==> src/rtl/mem_stage_pkg.sv <==
`default_nettype none
// ============================================================================
// Module      : mem_stage_pkg
// Description : Shared opcodes, FSM state type and MEM/WB bundle for mem_stage.
// Revision    : 1.0 - initial release
// ============================================================================
package mem_stage_pkg;

    localparam logic [6:0] OP_LW   = 7'b0000011;
    localparam logic [6:0] OP_SW   = 7'b0100011;
    localparam logic [6:0] OP_ALUR = 7'b0110011;
    localparam logic [6:0] OP_ALUI = 7'b0010011;

    localparam int WB_DATA_W = 32;

    typedef enum logic [1:0] {
        ST_IDLE = 2'd0,
        ST_REQ  = 2'd1,
        ST_RESP = 2'd2
    } state_t;

    // Packed MEM/WB bundle for register-file consumers that prefer a single bus
    typedef struct packed {
        logic                 valid;
        logic [6:0]           opcode;
        logic [4:0]           rd;
        logic [WB_DATA_W-1:0] value;
    } mem_wb_t;

    function automatic logic is_mem_op(input logic [6:0] op);
        return (op == OP_LW) || (op == OP_SW);
    endfunction

endpackage
`default_nettype wire

==> src/rtl/mem_stage.sv <==
`default_nettype none
// ============================================================================
// Module      : mem_stage
// Description : Memory-access pipeline stage; issues word loads/stores to data
//               memory and registers the MEM/WB write-back fields.
//               Optional macro MEM_MISALIGN_TRAP_EN adds misalign_err and drops
//               misaligned LW/SW instead of clearing the low address bits.
// Revision    : 1.0 - initial release
// ============================================================================
module mem_stage
    import mem_stage_pkg::*;
#(
    parameter int ADDR_W = 32,
    parameter int DATA_W = 32
) (
    input  logic              clock,
    input  logic              reset,
    input  logic              in_valid,
    output logic              in_ready,
    input  logic [6:0]        in_opcode,
    input  logic [4:0]        in_rd,
    input  logic [DATA_W-1:0] in_alu_result,
    input  logic [DATA_W-1:0] in_store_data,
    output logic              dmem_req_valid,
    input  logic              dmem_req_ready,
    output logic              dmem_req_we,
    output logic [ADDR_W-1:0] dmem_req_addr,
    output logic [DATA_W-1:0] dmem_req_wdata,
    input  logic              dmem_resp_valid,
    input  logic [DATA_W-1:0] dmem_resp_rdata,
`ifdef MEM_MISALIGN_TRAP_EN
    output logic              misalign_err,
`endif
    output logic              wb_valid,
    output logic [6:0]        wb_opcode,
    output logic [4:0]        wb_rd,
    output logic [DATA_W-1:0] wb_value
);

    state_t              state_q, state_d;
    logic                is_load_q, is_load_d;
    logic [4:0]          rd_q, rd_d;
    logic                req_valid_q, req_valid_d;
    logic                req_we_q, req_we_d;
    logic [ADDR_W-1:0]   req_addr_q, req_addr_d;
    logic [DATA_W-1:0]   req_wdata_q, req_wdata_d;
    logic                wb_valid_q, wb_valid_d;
    logic [6:0]          wb_opcode_q, wb_opcode_d;
    logic [4:0]          wb_rd_q, wb_rd_d;
    logic [DATA_W-1:0]   wb_value_q, wb_value_d;
    logic                w_is_mem;
    logic                w_misaligned;

`ifdef MEM_MISALIGN_TRAP_EN
    logic                misalign_q, misalign_d;
    assign w_misaligned = (in_alu_result[1:0] != 2'b00);
`else
    assign w_misaligned = 1'b0;
`endif

    assign w_is_mem = is_mem_op(in_opcode);

    // ------------------------------------------------------------------
    // State register
    // ------------------------------------------------------------------
    always_ff @(posedge clock) begin
        if (reset) begin
            state_q <= ST_IDLE;
        end else begin
            state_q <= state_d;
        end
    end

    // ------------------------------------------------------------------
    // Next-state logic
    // ------------------------------------------------------------------
    always_comb begin
        state_d = state_q;
        case (state_q)
            ST_IDLE: begin
                if (in_valid && w_is_mem && !w_misaligned) begin
                    state_d = ST_REQ;
                end
            end
            ST_REQ: begin
                if (dmem_req_ready) begin
                    state_d = is_load_q ? ST_RESP : ST_IDLE;
                end
            end
            ST_RESP: begin
                if (dmem_resp_valid) begin
                    state_d = ST_IDLE;
                end
            end
            default: state_d = ST_IDLE;
        endcase
    end

    // ------------------------------------------------------------------
    // Output / datapath next values
    // ------------------------------------------------------------------
    assign in_ready = (state_q == ST_IDLE);

    always_comb begin
        is_load_d   = is_load_q;
        rd_d        = rd_q;
        req_we_d    = req_we_q;
        req_addr_d  = req_addr_q;
        req_wdata_d = req_wdata_q;
        // Request valid tracks REQ exactly, so it falls the cycle after the handshake
        req_valid_d = (state_d == ST_REQ);
        wb_valid_d  = 1'b0;
        wb_opcode_d = 7'd0;
        wb_rd_d     = 5'd0;
        wb_value_d  = '0;
`ifdef MEM_MISALIGN_TRAP_EN
        misalign_d  = 1'b0;
`endif
        case (state_q)
            ST_IDLE: begin
                if (in_valid) begin
                    if (!w_is_mem) begin
                        wb_valid_d  = 1'b1;
                        wb_opcode_d = in_opcode;
                        wb_rd_d     = in_rd;
                        wb_value_d  = in_alu_result;
                    end else if (w_misaligned) begin
`ifdef MEM_MISALIGN_TRAP_EN
                        wb_valid_d  = 1'b1;
                        misalign_d  = 1'b1;
`endif
                    end else begin
                        is_load_d   = (in_opcode == OP_LW);
                        rd_d        = in_rd;
                        req_we_d    = (in_opcode == OP_SW);
                        req_addr_d  = {in_alu_result[ADDR_W-1:2], 2'b00};
                        req_wdata_d = in_store_data;
                    end
                end
            end
            ST_REQ: begin
                if (dmem_req_ready && !is_load_q) begin
                    wb_valid_d  = 1'b1;
                    wb_opcode_d = OP_SW;
                end
            end
            ST_RESP: begin
                if (dmem_resp_valid) begin
                    wb_valid_d  = 1'b1;
                    wb_opcode_d = OP_LW;
                    wb_rd_d     = rd_q;
                    wb_value_d  = dmem_resp_rdata;
                end
            end
            default: ;
        endcase
    end

    // ------------------------------------------------------------------
    // Datapath and MEM/WB output registers
    // ------------------------------------------------------------------
    always_ff @(posedge clock) begin
        if (reset) begin
            is_load_q   <= 1'b0;
            rd_q        <= 5'd0;
            req_valid_q <= 1'b0;
            req_we_q    <= 1'b0;
            req_addr_q  <= '0;
            req_wdata_q <= '0;
            wb_valid_q  <= 1'b0;
            wb_opcode_q <= 7'd0;
            wb_rd_q     <= 5'd0;
            wb_value_q  <= '0;
`ifdef MEM_MISALIGN_TRAP_EN
            misalign_q  <= 1'b0;
`endif
        end else begin
            is_load_q   <= is_load_d;
            rd_q        <= rd_d;
            req_valid_q <= req_valid_d;
            req_we_q    <= req_we_d;
            req_addr_q  <= req_addr_d;
            req_wdata_q <= req_wdata_d;
            wb_valid_q  <= wb_valid_d;
            wb_opcode_q <= wb_opcode_d;
            wb_rd_q     <= wb_rd_d;
            wb_value_q  <= wb_value_d;
`ifdef MEM_MISALIGN_TRAP_EN
            misalign_q  <= misalign_d;
`endif
        end
    end

    assign dmem_req_valid = req_valid_q;
    assign dmem_req_we    = req_we_q;
    assign dmem_req_addr  = req_addr_q;
    assign dmem_req_wdata = req_wdata_q;
    assign wb_valid       = wb_valid_q;
    assign wb_opcode      = wb_opcode_q;
    assign wb_rd          = wb_rd_q;
    assign wb_value       = wb_value_q;
`ifdef MEM_MISALIGN_TRAP_EN
    assign misalign_err   = misalign_q;
`endif

endmodule
`default_nettype wire
==> config.mk <==
export PLATFORM = sky130hd
export DESIGN_NAME = mem_stage
export DESIGN_NICKNAME = d
export VERILOG_FILES = /design/src/rtl/mem_stage_pkg.sv /design/src/rtl/mem_stage.sv
export SDC_FILE = /design/constraint.sdc
export NUM_CORES = 1
export LEC_CHECK = 0
export BUFFER_PORTS_ARGS = -buffer_cell sky130_fd_sc_hd__buf_2
export CAP_MARGIN = 20
export CORE_UTILIZATION = 41
export DETAILED_ROUTE_END_ITERATION = 16
export HOLD_SLACK_MARGIN = 0.05
export PLACE_DENSITY = 0.78
export SYNTH_ARGS = -nofsm -noshare
export SYNTH_HDL_FRONTEND = slang
export SYNTH_SLANG_ARGS = --single-unit
==> constraint.sdc <==
create_clock -name clock -period 1.8 [get_ports clock]
set_input_delay 0.36 -clock clock [delete_from_list [all_inputs] [get_ports clock]]
set_output_delay 0.36 -clock clock [all_outputs]
set_load 0.005 [all_outputs]
==> metrics.txt <==
outcome=complete, no violations; DR iter-0 viols=315; CTS Sinks=117; Post-synth EDFFs=0; Leak=between 2 and 3 nW; leading area contributor after synthesis=dfxtp_1; Antenna diodes=0; DP HPWL=9677 um; leading cell types by count after synthesis=117 x dfxtp_1, 71 x a21oi_1, 68 x nand4_1, 68 x o31ai_1, 45 x clkbuf_1; start of the worst register-to-register path=state_q[1]$_SDFF_PP0_; first-pass GRT wire length=22940 um; part of the Yosys area used for sequential elements=around 52%; Detail Route Antenna Nets=0; DRC viols=0; #FFs+latches synth=roughly 120; crit path DAT=2100 ps; Die H=approximately 110 um; final-report setup violation count=0; setup tns final=0 ps; Slew Limit Fails=0; CTS Hold Bufs=20; Overflow after GRT=0; synth top area cells=dfxtp_1 52%, o31ai_1 11%, nand4_1 9.5%, a21oi_1 7.9%, a22o_1 7.2%; Post-synth ARST share=0%; Hold Crit Class=primary input to flip-flop; floorplan row count=37; I/O pin count=225; die outline area=roughly 11000 um2; Mean Syn Cell Area=9.723 um2; Post-CTS Setup Bufs=0; largest net degree at the start of global routing=71; library cells used by synthesis=32; initial antenna violation count=1; Mapped Area=roughly 4500 um2; worst skew pair latency=approximately 510 ps; CTS root buffer=clkbuf_8; Cells after DPL=783; Max-Cap Viols=0; Yosys Warn Count=0; Worst-path clk slew=approximately 50 ps; Critical Path Sink=dmem_req_addr[21]$_SDFFE_PP0P_; Worst EP required=around 2200 ps; Final Critical Period=1725 ps; crit path capture type=flip-flop; Detailed Routing Iterations Pass 1=7; Fill cells=903; worst hold slack=approximately 80 ps; drt wl/cell=about 18 um; Area growth syn-to-layout=45.40%; RSZ-0062 raised after global routing=no; critical path startpoint=state_q[1]$_SDFF_PP0_; CTS buffer count=17; CP Launch Type=flip-flop; WS Path Type=flip-flop to flip-flop; reg2reg end=dmem_req_addr[21]$_SDFFE_PP0P_; Final Non-Filler Cells=approximately 840; CORE AREA=about 10000 um2; chip width=106.7 um; area of the multi-input gates=1871 um2; Worst IR Drop VDD=~0.67 mV; TritonCTS clock tree=done; vias after detailed routing=4859; layout cells sized above 1=between 40% and 50%; worst-path fanout max=20; final hold vios=0; Tcrit/Tclk final=approximately 96%; most numerous cell in the Yosys netlist=dfxtp_1; pwr dens=around 950 nW/um2; GR Util All Layers=25.84%; Register-to-Register Path Depth=4; cells after synthesis=462; reg2reg setup slack=~75 ps; Starting Density=42.93%; share of the synthesized area in the top cell type=52.14%; final WL=roughly 15000 um; Main synth FF type=dfxtp_1; Final Net Count=800; Vias/cell=approximately 5.8; I/O Buffers=222; Longest Clk Path Bufs=2; Post-CTS Resized=0; Achievable Freq=between 0.5 and 0.6 GHz; vias in the first global route=~4700; register area=approximately 2300 um2; clock skew=5.422 ps; gpl congestion=0.7907; htree depth=4
## layout by cell type (no fill, tap or decap), types with 7 or more instances in the layout
| cell | instances |
|---|---|
| buf_4 | 19 |
| buf_12 | 7 |
| nand4_1 | 68 |
| a21oi_1 | 71 |
| dfxtp_1 | 117 |
| nand2_1 | 7 |
| o31ai_1 | 68 |
| dlygate4sd3_1 | 21 |
| clkbuf_16 | 16 |
| a22o_1 | 37 |
| buf_2 | 222 |
## kinds of logic (layout without fill, tap and decap cells)
| kind of cell | count (synthesis) | after routing | synth area share, % |
|---|---|---|---|
| buffers and inverters | 66 | 302 | 6.685 |
| other | 1 | 2 | 0.08349 |
| DFF | 117 | 117 | 52.14 |
| AOI/OAI and AO/OA | 185 | 185 | 28.13 |
| and+or+nand+nor | 93 | 93 | 12.95 |
## per-layer routing
| metal | GRT usage, % | vias up | wire length [um] |
|---|---|---|---|
| li1 | - | 2242 | - |
| met1 | 28.36 | 2306 | 5829 |
| met2 | 44.79 | 274 | 7464 |
| met3 | 8.511 | 35 | 1253 |
| met4 | 12.33 | 2 | 401 |
| met5 | 0 | - | 13 |
## worst max-delay path, stage by stage (launching register included)
cell and delay [ps]:
dfxtp_1 300, or3b_2 600, buf_4 260, o31ai_1 330
a21oi_1 110
## final cells by class
type,instances,share of cell area [%]
well taps,136,2.605
multi-input cells,280,28.64
clock buffers,27,7.529
clock inverters,4,0.6897
repair buffers,269,24.56
inverters,2,0.1149
flip-flops and latches,117,35.86
## flip-flops by register name (all words and copies together), names as in the netlist
| signal | cells |
|---|---|
| dmem_req_wdata | 32 |
| wb_value | 32 |
| dmem_req_addr | 30 |
| wb_opcode | 7 |
| rd_q | 5 |
| wb_rd | 5 |
| state_q | 2 |
| dmem_req_valid | 1 |
| dmem_req_we | 1 |
| is_load_q | 1 |
| wb_valid | 1 |
## worst min path at each step
stage / slack (ps) / startpoint / endpoint / cells after the start
after detailed placement: 460 / dmem_req_wdata[6]$_SDFFE_PP0P_ / dmem_req_wdata[6]$_SDFFE_PP0P_ / 2
after floorplan: 440 / rd_q[0]$_SDFFE_PP0P_ / wb_rd[0]$_SDFF_PP0_ / 1
after CTS: 50 / in_alu_result[0] / wb_value[0]$_SDFF_PP0_ / 2
final: 80 / dmem_resp_rdata[19] / wb_value[19]$_SDFF_PP0_ / 2
after global routing: 50 / dmem_resp_rdata[19] / wb_value[19]$_SDFF_PP0_ / 2
after global placement: 450 / rd_q[3]$_SDFFE_PP0P_ / wb_rd[3]$_SDFF_PP0_ / 1
## stage by stage
step	power [W]	util (%)	instance area [um2]	setup slack [ps]
after CTS	0.006290	62.33	6521	88.70
final	0.006226	62.43	6531	74.75
after global placement	0.003192	55.29	5784	-85.34
after detailed placement	0.003206	55.29	5784	-128.6
after global routing	0.006438	62.43	6531	20.91
after floorplan	0.002929	-	4496	139.9
## power breakdown
part	internal, W	switching [W]	leakage, nW	total [W]
sequential	0.00264	0.0000136	0.950	0.00266
clock	0.00196	0.00107	0.266	0.00303
combinational	0.000240	0.000300	1.65	0.000540
total	0.00484	0.00138	2.86	0.00623
(Power assumes the default switching activity.)
